<file path="config.mk">
export PLATFORM = sky130hd
export DESIGN_NAME = press_arbiter_flat
export DESIGN_NICKNAME = d
export VERILOG_FILES = /design/src/rtl/press_arbiter_if.sv /design/src/rtl/press_arbiter.sv /design/src/flat_wrapper.sv
export SDC_FILE = /design/constraint.sdc
export NUM_CORES = 1
export LEC_CHECK = 0
export CORE_UTILIZATION = 28
export CTS_CLUSTER_SIZE = 40
export DETAILED_ROUTE_END_ITERATION = 16
export SLEW_MARGIN = 20
export SYNTH_ARGS = -nofsm -noshare
export SYNTH_HDL_FRONTEND = slang
export SYNTH_SLANG_ARGS = --single-unit
</file>
<file path="constraint.sdc">
create_clock -name clk -period 1.95 [get_ports clk]
set_input_delay 0.39 -clock clk [delete_from_list [all_inputs] [get_ports clk]]
set_output_delay 0.39 -clock clk [all_outputs]
set_load 0.1 [all_outputs]
</file>
<file path="src/rtl/press_arbiter_if.sv">
// Event channel between the press arbiter and the downstream lot FSM.
// The arbiter drives valid/id, the consumer answers with ready.
interface press_arbiter_if #(
   parameter int IDW = 2
);
   logic           evt_valid;
   logic [IDW-1:0] evt_id;
   logic           evt_ready;

   modport master (output evt_valid, output evt_id, input evt_ready);
   modport slave  (input evt_valid, input evt_id, output evt_ready);
endinterface

</file>
<file path="src/rtl/press_arbiter.sv">
// Turns N button levels into single-press events, arbitrates them round-robin
// and queues them in a small FIFO for the lot FSM.
module press_arbiter #(
   parameter int N     = 4,
   parameter int DEPTH = 4,
   parameter int IDW   = $clog2(N)
) (
   input  logic                       clk,
   input  logic                       reset,
   input  logic [N-1:0]               btn,
   press_arbiter_if.master            ev,
   output logic [$clog2(DEPTH):0]     evt_count,
   output logic                       drop,
   input  logic                       clr_drop
);
   localparam int AW = $clog2(DEPTH);
   localparam int CW = AW + 1;

   logic [N-1:0]   prev_reg, pending_reg, pending_next;
   logic [IDW-1:0] rr_ptr_reg, rr_ptr_next;
   logic [AW-1:0]  wr_ptr_reg, rd_ptr_reg;
   logic [CW-1:0]  count_reg, count_next;
   logic           drop_reg, drop_next;
   logic           evt_valid_reg, evt_valid_next;
   logic [IDW-1:0] evt_id_reg, evt_id_next;
   logic [IDW-1:0] mem [DEPTH];

   logic [N-1:0]   rise, grant_mask, scan_hit;
   logic [IDW-1:0] scan_idx [N];
   logic           grant_valid, pop, can_accept, merge;
   logic [IDW-1:0] grant_id;

   assign rise       = btn & ~prev_reg;
   assign pop        = evt_valid_reg & ev.evt_ready;
   assign can_accept = (count_reg < CW'(DEPTH)) | pop;

   // Slot gi of the scan looks at button (rr_ptr + gi) mod N.
   genvar gi;
   generate
      for (gi = 0; gi < N; gi++) begin : g_scan
         logic [IDW:0] sum;
         assign sum          = {1'b0, rr_ptr_reg} + (IDW+1)'(gi);
         assign scan_idx[gi] = (sum >= (IDW+1)'(N)) ? IDW'(sum - (IDW+1)'(N)) : IDW'(sum);
         assign scan_hit[gi] = pending_reg[scan_idx[gi]];
      end
   endgenerate

   always_comb begin
      grant_valid = 1'b0;
      grant_id    = '0;
      if (can_accept) begin
         for (int k = N - 1; k >= 0; k--) begin
            if (scan_hit[k]) begin
               grant_valid = 1'b1;
               grant_id    = scan_idx[k];
            end
         end
      end
   end

   always_comb begin
      grant_mask   = grant_valid ? (N'(1) << grant_id) : '0;
      merge        = |(rise & pending_reg & ~grant_mask);
      pending_next = (pending_reg & ~grant_mask) | rise;
      rr_ptr_next  = rr_ptr_reg;
      if (grant_valid)
         rr_ptr_next = (grant_id == IDW'(N - 1)) ? '0 : grant_id + IDW'(1);
      drop_next    = merge ? 1'b1 : (clr_drop ? 1'b0 : drop_reg);
      count_next   = count_reg + CW'(grant_valid) - CW'(pop);
   end

   // Head register: a push into an (effectively) empty FIFO bypasses the array.
   always_comb begin
      evt_valid_next = evt_valid_reg;
      evt_id_next    = evt_id_reg;
      if (count_next == '0) begin
         evt_valid_next = 1'b0;
         evt_id_next    = '0;
      end else if (count_reg == '0 || (pop && count_reg == CW'(1))) begin
         evt_valid_next = 1'b1;
         evt_id_next    = grant_id;
      end else if (pop) begin
         evt_valid_next = 1'b1;
         evt_id_next    = mem[rd_ptr_reg + AW'(1)];
      end
   end

   always_ff @(posedge clk) begin
      if (grant_valid)
         mem[wr_ptr_reg] <= grant_id;
   end

   always_ff @(posedge clk or negedge reset) begin
      if (!reset) begin
         prev_reg      <= '1;
         pending_reg   <= '0;
         rr_ptr_reg    <= '0;
         wr_ptr_reg    <= '0;
         rd_ptr_reg    <= '0;
         count_reg     <= '0;
         drop_reg      <= 1'b0;
         evt_valid_reg <= 1'b0;
         evt_id_reg    <= '0;
      end else begin
         prev_reg      <= btn;
         pending_reg   <= pending_next;
         rr_ptr_reg    <= rr_ptr_next;
         count_reg     <= count_next;
         drop_reg      <= drop_next;
         evt_valid_reg <= evt_valid_next;
         evt_id_reg    <= evt_id_next;
         if (grant_valid)
            wr_ptr_reg <= wr_ptr_reg + AW'(1);
         if (pop)
            rd_ptr_reg <= rd_ptr_reg + AW'(1);
      end
   end

   assign ev.evt_valid = evt_valid_reg;
   assign ev.evt_id    = evt_id_reg;
   assign evt_count    = count_reg;
   assign drop         = drop_reg;
endmodule

</file>
<file path="src/flat_wrapper.sv">
// flat-port wrapper written by rule: the top's interface ports become plain ports
module press_arbiter_flat 
#(
   parameter int N     = 4,
   parameter int DEPTH = 4,
   parameter int IDW   = $clog2(N)
)
  (clk, reset, btn, evt_count, drop, clr_drop, ev_evt_valid, ev_evt_id, ev_evt_ready);
  press_arbiter_if #(.IDW(IDW)) ev_i ();
  input  logic clk;
  input  logic reset;
  input  logic [N-1:0] btn;
  output logic [$clog2(DEPTH):0] evt_count;
  output logic drop;
  input  logic clr_drop;
  output wire logic [$bits(ev_i.evt_valid)-1:0] ev_evt_valid;
  output wire logic [$bits(ev_i.evt_id)-1:0] ev_evt_id;
  input wire logic [$bits(ev_i.evt_ready)-1:0] ev_evt_ready;
  assign ev_evt_valid = ev_i.evt_valid;
  assign ev_evt_id = ev_i.evt_id;
  assign ev_i.evt_ready = ev_evt_ready;
  press_arbiter #(.N(N), .DEPTH(DEPTH), .IDW(IDW)) u_core (.clk(clk), .reset(reset), .btn(btn), .ev(ev_i), .evt_count(evt_count), .drop(drop), .clr_drop(clr_drop));
endmodule
</file>
==> run metrics <==
global-route congestion overflow total 0; worst slew pin tran 380 ps; max FFs per register 8; setup violators final 4; first-pass GRT wire length 4800 um; maxcap violations 0; antenna diode count 0; die width 72.3 um; initial antenna violation count 0; CTS tree built; Slew Viols, Final 0; Layout Area Growth over Synthesis 48.7%; Rel. slew slack 74.6%; input/output buffers 14; commonest cells in the netlist dfrtp_1, inv_1, edfxtp_1, nand2_1, ha_1; Global Route Usage Sum 12.0%; worst reg2reg endpoint u_core.ev.evt_id[1]; most frequent cell after synthesis dfrtp_1; Setup crit end kind flop; share of the synthesized area in the top cell type 30.7%; clock transition at the registers of the reported paths 70 ps; clock root cell clkbuf_8; Initial Util 29.1%; clock sink count 29; Vias/cell 4.27; Post-synth EDFFs 8; Placed Cells 218; Final #Nets 178; Synth Net Count 133; Hold/Removal Path Class primary input to async pin; status finished, violations left; num rows 25; drt pass-1 iters 4; Worst EP required 2100 ps; Routed Antenna Nets 0; Mapped Cells 117; area leader, netlist dfrtp_1; failing checks setup timing; register area share after synthesis 55.6%; Area contributors post-synth dfrtp_1, edfxtp_1, dfstp_2, ha_1, inv_1; final hold vios 0; Top Ports 15; Initial DRC Count 42; Yosys reg bits 29; Placer Congestion 0.806; Startpoint Class flop; fmax 0.466 GHz; Setup Crit Path Kind flop to flop; vias 982; WL/cell 12.2 um; clk buf depth 2; WHS 459 ps; Final HPWL DP 2170 um; Synth Cell Area 1390 um^2; Primary FF master, synth dfrtp_1; Max H-tree Level 2; RSZ-0062 raised after global routing yes; Core Region 4750 um^2; later-pin clock latency in the skew report 270 ps; clock period minus worst slack 2150 ps; synthesis warning total 0; setup TNS -590 ps; layout cells sized above 1 42.3%; Final Non-Filler Cells 230; maximum fanout along the worst path 3; largest net degree at the start of global routing 22; setup ws final -198 ps; total CTS buffers 5; Netlist cell types 35; WL final 2800 um; setup slack, reg-to-reg -200 ps; crit share post-route 110%; Die H 72.3 um; die area 5230 um^2; Mean Syn Cell Area 11.8 um^2; Residual DRC 0; Reg2Reg Depth 11; Critical Path AT 2290 ps; Worst Clk Skew 6.93 ps; vias in the first global route 1,092; worst r2r src u_core.ev.evt_valid; Synth async-reset ratio 72.4%
-- worst max path at each step --
stage	start	endpoint	slack, ps
after floorplan	u_core.ev.evt_valid	u_core.ev.evt_id[0]	-370
after global placement	ev_evt_ready	u_core.ev.evt_id[0]	-640
after detailed placement	ev_evt_ready	u_core.ev.evt_id[0]	-730
after CTS	u_core.ev.evt_valid	u_core.ev.evt_id[1]	-210
final	u_core.ev.evt_valid	u_core.ev.evt_id[1]	-200
after global routing	u_core.ev.evt_valid	u_core.ev.evt_id[1]	-260
-- layer usage --
| metal | global-route usage (%) | wire [um] |
|---|---|---|
| met5 | 0 | 0 |
| met4 | 3.27 | 0 |
| met3 | 3.33 | 112 |
| met2 | 21.0 | 1430 |
| met1 | 14.6 | 1250 |
-- stage by stage --
| step | setup WS (ps) | utilization [%] | area, um^2 |
|---|---|---|---|
| 2_1_floorplan | -371 | - | 1470 |
| 3_3_place_gp | -643 | 39.3 | 1870 |
| 3_5_place_dp | -726 | 39.3 | 1870 |
| 4_1_cts | -210 | 42.8 | 2030 |
| 5_1_grt | -258 | 43.3 | 2060 |
| 6_report | -198 | 43.3 | 2060 |
-- kinds of logic (layout without fill, tap and decap cells) --
logic type,after synthesis,in the layout,share of synthesized area (%)
buffers and inverters,16,62,4.43
multiplexers,2,2,3.25
adder cells (fa/ha/maj),8,8,7.77
flip-flops,29,29,55.6
AO/OA/AOI/OAI,25,25,13.2
XOR/XNOR,5,5,3.16
AND/OR/NAND/NOR,32,32,12.6
-- placed cells by master (no fill, tap or decap), drive strengths merged --
cell           Yosys  final
bufinv             0      2
nor3               1      1
nor4               1      1
o21ai              8      8
ha                 7      7
a21oi              3      3
clkinv             0      1
nand3              3      3
dfstp              4      4
dlygate4sd2        0      1
a211oi             5      5
nor2b              4      4
clkdlybuf4s50      0      6
edfxtp             8      8
o31ai              1      1
a21bo              2      2
clkbuf             0      5
inv               15     15
fa                 1      1
xnor2              5      5
nand2b             1      1
buf                1     32
o311ai             1      1
nand3b             1      1
and3               2      2
mux4               2      2
a32oi              2      2
and2               4      4
nor2               6      6
a21o               3      3
dfrtp             17     17
nand2              9      9
-- worst max-delay path, stage by stage, from the launching register on --
cell	delay, ps
dfrtp_4	510
nand2_8	90
inv_4	40
ha_4	210
inv_4	50
ha_4	110
inv_2	30
fa_2	340
xnor2_2	160
xnor2_2	170
nor3_4	250
a211oi_2	60
-- final cells by class --
| type | count | area, um^2 |
|---|---|---|
| Clock inverter | 3 | 65.1 |
| Clock buffer | 5 | 68.8 |
| Tap cell | 67 | 83.8 |
| Multi-Input combinational cell | 72 | 642 |
| Sequential cell | 29 | 779 |
| Inverter | 15 | 61.3 |
| Fill cell | 456 | 2700 |
| Timing Repair Buffer | 39 | 359 |
-- what timing repair did --
item | 4_1_cts | 5_1_grt
pin swaps | 7 | 1
resized for setup | 2 | 4
endpoints found under the setup margin | 5 | 4
hold buffers | 0 | 0
buffers inserted | 3 | 1
cloned | 0 | 0
Power is not shown: default switching activity piles up to over one toggle a cycle in this logic, so the estimate is an artifact.
